===== src/rtl/dmux4way_pkg.sv =====
// Shared constants and types for the 4-way round-robin demultiplexer.
package dmux4way_pkg;

  localparam int NCH   = 4;
  localparam int PTR_W = 2;

  typedef logic [PTR_W-1:0] ptr_t;

  typedef enum logic {
    STRICT = 1'b0,
    SKIP   = 1'b1
  } mode_e;

  // Pointer arithmetic wraps naturally at the pointer width.
  function automatic ptr_t ptr_add(input ptr_t p, input ptr_t n);
    return p + n;
  endfunction

endpackage


===== src/rtl/dmux4way_slot.sv =====
// Single-entry output register: loads on load_i, empties when its consumer takes the word.
module dmux4way_slot #(
  parameter int WIDTH = 16
) (
  input  logic             clk,
  input  logic             reset,
  input  logic             load_i,
  input  logic [WIDTH-1:0] data_i,
  input  logic             ready_i,
  output logic [WIDTH-1:0] data_o,
  output logic             valid_o,
  output logic             avail_o
);

  logic [WIDTH-1:0] data_q, data_d;
  logic             valid_q, valid_d;

  // A draining slot counts as free, which gives the zero-bubble handoff.
  assign avail_o = ~valid_q | ready_i;

  always_comb begin
    data_d  = data_q;
    valid_d = valid_q;
    if (load_i) begin
      data_d  = data_i;
      valid_d = 1'b1;
    end else if (valid_q && ready_i) begin
      valid_d = 1'b0;
    end
  end

  always_ff @(posedge clk) begin
    if (reset) begin
      data_q  <= '0;
      valid_q <= 1'b0;
    end else begin
      data_q  <= data_d;
      valid_q <= valid_d;
    end
  end

  assign data_o  = data_q;
  assign valid_o = valid_q;

endmodule


===== src/rtl/dmux4way_rr.sv =====
// Round-robin 1-to-4 demultiplexer with strict or skip-full-channel target selection.
// Handshake: a word moves when valid and ready are both 1 at a rising edge; ready never looks at valid.
module dmux4way_rr
  import dmux4way_pkg::*;
#(
  parameter int WIDTH = 16
) (
  input  logic             clk,
  input  logic             reset,
  input  logic [WIDTH-1:0] in,
  input  logic             in_valid,
  output logic             in_ready,
  input  logic             skip,
  output logic [WIDTH-1:0] out1,
  output logic [WIDTH-1:0] out2,
  output logic [WIDTH-1:0] out3,
  output logic [WIDTH-1:0] out4,
  output logic [NCH-1:0]   out_valid,
  input  logic [NCH-1:0]   out_ready,
  output logic [PTR_W-1:0] z,
  output logic [7:0]       count
);

  ptr_t             z_q, z_d;
  logic [7:0]       count_q, count_d;
  ptr_t             tgt;
  ptr_t             idx;
  logic             found;
  logic             accept;
  logic [NCH-1:0]   avail;
  logic [NCH-1:0]   load;
  logic [WIDTH-1:0] slot_data [NCH];

  // Skip mode scans z, z+1, z+2, z+3 and takes the first free channel.
  always_comb begin
    tgt   = z_q;
    idx   = z_q;
    found = 1'b0;
    if (mode_e'(skip) == SKIP) begin
      for (int i = 0; i < NCH; i++) begin
        idx = ptr_add(z_q, ptr_t'(i));
        if (!found && avail[idx]) begin
          tgt   = idx;
          found = 1'b1;
        end
      end
    end else begin
      found = avail[z_q];
    end
  end

  assign in_ready = found & ~reset;
  assign accept   = in_valid & in_ready;

  always_comb begin
    z_d     = z_q;
    count_d = count_q;
    if (accept) begin
      z_d     = ptr_add(tgt, ptr_t'(1));
      count_d = count_q + 8'd1;
    end
  end

  always_ff @(posedge clk) begin
    if (reset) begin
      z_q     <= '0;
      count_q <= '0;
    end else begin
      z_q     <= z_d;
      count_q <= count_d;
    end
  end

  for (genvar k = 0; k < NCH; k++) begin : g_slot
    assign load[k] = accept & (tgt == ptr_t'(k));

    dmux4way_slot #(.WIDTH(WIDTH)) u_slot (
      .clk     (clk),
      .reset   (reset),
      .load_i  (load[k]),
      .data_i  (in),
      .ready_i (out_ready[k]),
      .data_o  (slot_data[k]),
      .valid_o (out_valid[k]),
      .avail_o (avail[k])
    );
  end

  assign out1  = slot_data[0];
  assign out2  = slot_data[1];
  assign out3  = slot_data[2];
  assign out4  = slot_data[3];
  assign z     = z_q;
  assign count = count_q;

endmodule


===== config.mk =====
export PLATFORM = sky130hd
export DESIGN_NAME = dmux4way_rr
export DESIGN_NICKNAME = d
export VERILOG_FILES = /design/src/rtl/dmux4way_pkg.sv /design/src/rtl/dmux4way_slot.sv /design/src/rtl/dmux4way_rr.sv
export SDC_FILE = /design/constraint.sdc
export NUM_CORES = 1
export LEC_CHECK = 0
export CAP_MARGIN = 10
export CORE_MARGIN = 10
export CORE_UTILIZATION = 40
export CTS_CLUSTER_SIZE = 8
export DETAILED_ROUTE_END_ITERATION = 8
export PLACE_DENSITY = 0.7
export SETUP_SLACK_MARGIN = 0.1
export SLEW_MARGIN = 20
export SYNTH_ARGS = -nofsm -noshare
export SYNTH_HDL_FRONTEND = slang
export SYNTH_HIERARCHICAL = 1
export SYNTH_SLANG_ARGS = --single-unit

===== constraint.sdc =====
create_clock -name clk -period 7 [get_ports clk]
set_input_delay 1.4 -clock clk [delete_from_list [all_inputs] [get_ports clk]]
set_output_delay 1.4 -clock clk [all_outputs]
set_load 0.01 [all_outputs]

==> out/results.ini <==
[timing]
hold_violations=0
worst_slack_ns=2.14
tns_ns=0
fin_crit_sh_pct=69.4
setup_viol=0
slew_violations=0
tightest_slew_ns=0.918
fmax_mhz=206
slew-limit-headroom_pct=38.6
clock_skew_ns=0.00867
rsz0062_at_grt=false
period_minus_slack_ns=4.86

[clocking]
cts_setup_buffers=0
cts_sinks=78
cts_hold_buf=0
h-tree-depth=3
cts_tree=done
root_buffer=clkbuf_8
ctsResizeCount=0
clockBufferDepth=2
clk_pin_slew_ns=0.08
numCtsBuffers=9
clock_latency_ns=0.34

[synthesis]
yosys.area_share.simple_pct=15.5
synthCells=315
synth_compound_area_share_pct=5.86
ys_types=41
ys_seq_area_share_pct=48.4
synthesis.area_um2=3220
syn_avg_cell_area_um2=10.2
synth_seq_cells=78
yosys.area_share.xor_xnor_pct=1.36
synth_top_family_by_area=multiplexers
synthMuxAreaShare_pct=20.9
yosys_warnings=6
yosys.area_share.adder_pct=0.388
syn_nets=340

[floorplanning]
rows=32
die-area_um2=12100
core-area_um2=7770
start_util_pct=41.5
die_x_um=110
io_pins=103
die_h_um=110

[layout]
layout_common_cells=clkdlybuf4s50_1 (101), dfxtp_1 (78), nor2_1 (70), mux2i_1 (64), a21oi_1 (11)
final_nets=436
syn_to_final_growth_pct=37.0
n_antenna_cell=0
nFillCells=719
drive_above_1_share_pct=7.23
final_common_cell=clkdlybuf4s50_1

[setup_path]
cpMostUsedCell=clkdlybuf4s50_1
crit_type=input port to output port
worst_setup_path_start_kind=input port
worstPathArrival_ns=3.46
crit_buf_inv=3
critPathTopFamily=buffers and inverters
r2r_start=z[0]$_SDFFE_PP0P_
rr_worst_depth=8
rrSetupSlack_ns=3.75
reg2reg_to=g_slot[2].u_slot/data_o[6]$_SDFFE_PP0P_
path_max_fanout=11
end_kind=output port
path_cells=clkdlybuf4s50_1 -> nand2b_1 -> mux4_2 -> o221ai_2 -> inv_4 -> clkdlybuf4s50_1
crit_slowest_cell=mux4_2
critPathRequiredTime_ns=5.60
critPathMaxStageDelay_ns=0.53

[route]
drcViolationCount=0
first_pass_iters=4
routed_wl_um=8440
via_count=2508
via_per_inst=4.85
ant_nets=0
drt_iter0_markers=68
wl_per_cell_um=16.3

[grt]
grt_max_degree=80
grt_pass1_vias=2599
grt_usage_pct=14.0
antenna_found_initial=0
grt_overflow_total=0
grt_pass1_wl_um=13400

[pwr]
power_leakage_nw=1.51
power_density_nw_per_um2=201
ir_drop_v=0.000129

[placed_design]
post-place-ws_ns=2.12
dp_hpwl_um=6050
io_buffers=102
gp_congestion=0.771

[worst_hold_path]
whs_path_depth=2
min_to=count[7]$_SDFFE_PP0P_
hold_path_startpoint=count[7]$_SDFFE_PP0P_
hold_path_class=register to register

[outcome]
status=complete, no violations

[job]
cap_violations=0

-- how the worst max path moves through the flow --
| stage | start | to | slack, ns | cells past startpoint |
|---|---|---|---|---|
| after floorplan | out_ready[0] | in_ready | 3.13 | 5 |
| final | out_ready[0] | in_ready | 2.14 | 6 |
| after CTS | out_ready[0] | in_ready | 2.12 | 6 |
| after detailed placement | out_ready[0] | in_ready | 2.12 | 6 |
| after global routing | out_ready[0] | in_ready | 2.04 | 6 |
| after global placement | out_ready[0] | in_ready | 2.15 | 6 |
-- power breakdown --
part | internal (mW) | leakage [nW] | total, mW | switching, mW
registers | 0.454 | 0.631 | 0.463 | 0.00915
logic | 0.0485 | 0.794 | 0.0945 | 0.0461
clock network | 0.173 | 0.0887 | 0.329 | 0.156
-- cell families after synthesis --
group | Yosys count
AND/OR/NAND/NOR | 107
flip-flops | 78
multiplexers | 66
buffers and inverters | 33
AO/OA/AOI/OAI | 25
XOR/XNOR | 5
adder cells (fa/ha/maj) | 1
-- layer usage --
layer	track usage, %	wire length, um	part of all wire [%]
met5	0	0	0
met4	3.90	80	0.95
met1	15.0	3430	41
met3	6.50	667	7.9
met2	24.4	4270	51
-- area by class of cell --
cell class	count	area [um^2]	share of cell area, %
sequential	78	1560	35.3
clock inverter	3	45.0	1.02
tap	102	128	2.89
clock buffer	12	145	3.29
inverter	11	43.8	0.991
timing repair buffer	107	1050	23.8
multi-input combinational	204	1440	32.6
-- worst min-delay path, stage by stage (launching register included) --
cell and delay [ns]:
dfxtp_1 0.32, o31ai_1 0.06, a21oi_1 0.06
-- through the flow --
step                      cell area, um^2  utilization (%)  instances  hold slack, ns  power (mW)
after global placement               4230             54.4        502           0.470       0.567
after CTS                            4420             56.9        517           0.480       0.901
final                                4420             56.9        517           0.481       0.887
after global routing                 4420             56.9        517           0.511       0.924
after detailed placement             4230             54.4        502           0.469       0.569
after floorplan                      3220                -        315           0.496       0.524
-- cell usage after synthesis (all sizes together) --
| cell | n | share of area (%) |
|---|---|---|
| dfxtp | 78 | 48 |
| nor2 | 72 | 8.4 |
| mux2i | 64 | 20 |
| buf | 21 | 6.1 |
| a21oi | 11 | 1.7 |
| inv | 11 | 1.4 |
| nand2 | 5 | 0.81 |
| nand2b | 5 | 0.97 |
| nand3 | 5 | 0.78 |
| nand4 | 4 | 0.78 |
| xor2 | 4 | 1.1 |
| a2111oi | 3 | 1.4 |
| nor4bb | 3 | 0.93 |
| a211oi | 2 | 0.47 |
| a21o | 2 | 0.47 |
| nor3 | 2 | 0.31 |
| o21ai | 2 | 0.31 |
| or2 | 2 | 0.39 |
| or3b | 2 | 0.54 |
| a211o | 1 | 0.27 |
| a41oi | 1 | 0.27 |
| and2 | 1 | 0.19 |
| and4b | 1 | 0.31 |
| clkbuf | 1 | 0.12 |
| ha | 1 | 0.39 |
| mux2 | 1 | 0.35 |
| mux4 | 1 | 0.70 |
| nor2b | 1 | 0.19 |
| nor4 | 1 | 0.19 |
| nor4b | 1 | 0.27 |
| o221ai | 1 | 0.47 |
| o31ai | 1 | 0.23 |
| o32ai | 1 | 0.27 |
| or3 | 1 | 0.19 |
| or4 | 1 | 0.23 |
| xnor2 | 1 | 0.27 |
-- sequential cells by signal, summed over array words and instances, names as in the netlist --
signal	count
g_slot.u_slot/valid_o	4
count	8
g_slot.u_slot/data_o	64
z	2
(Power assumes the default switching activity.)
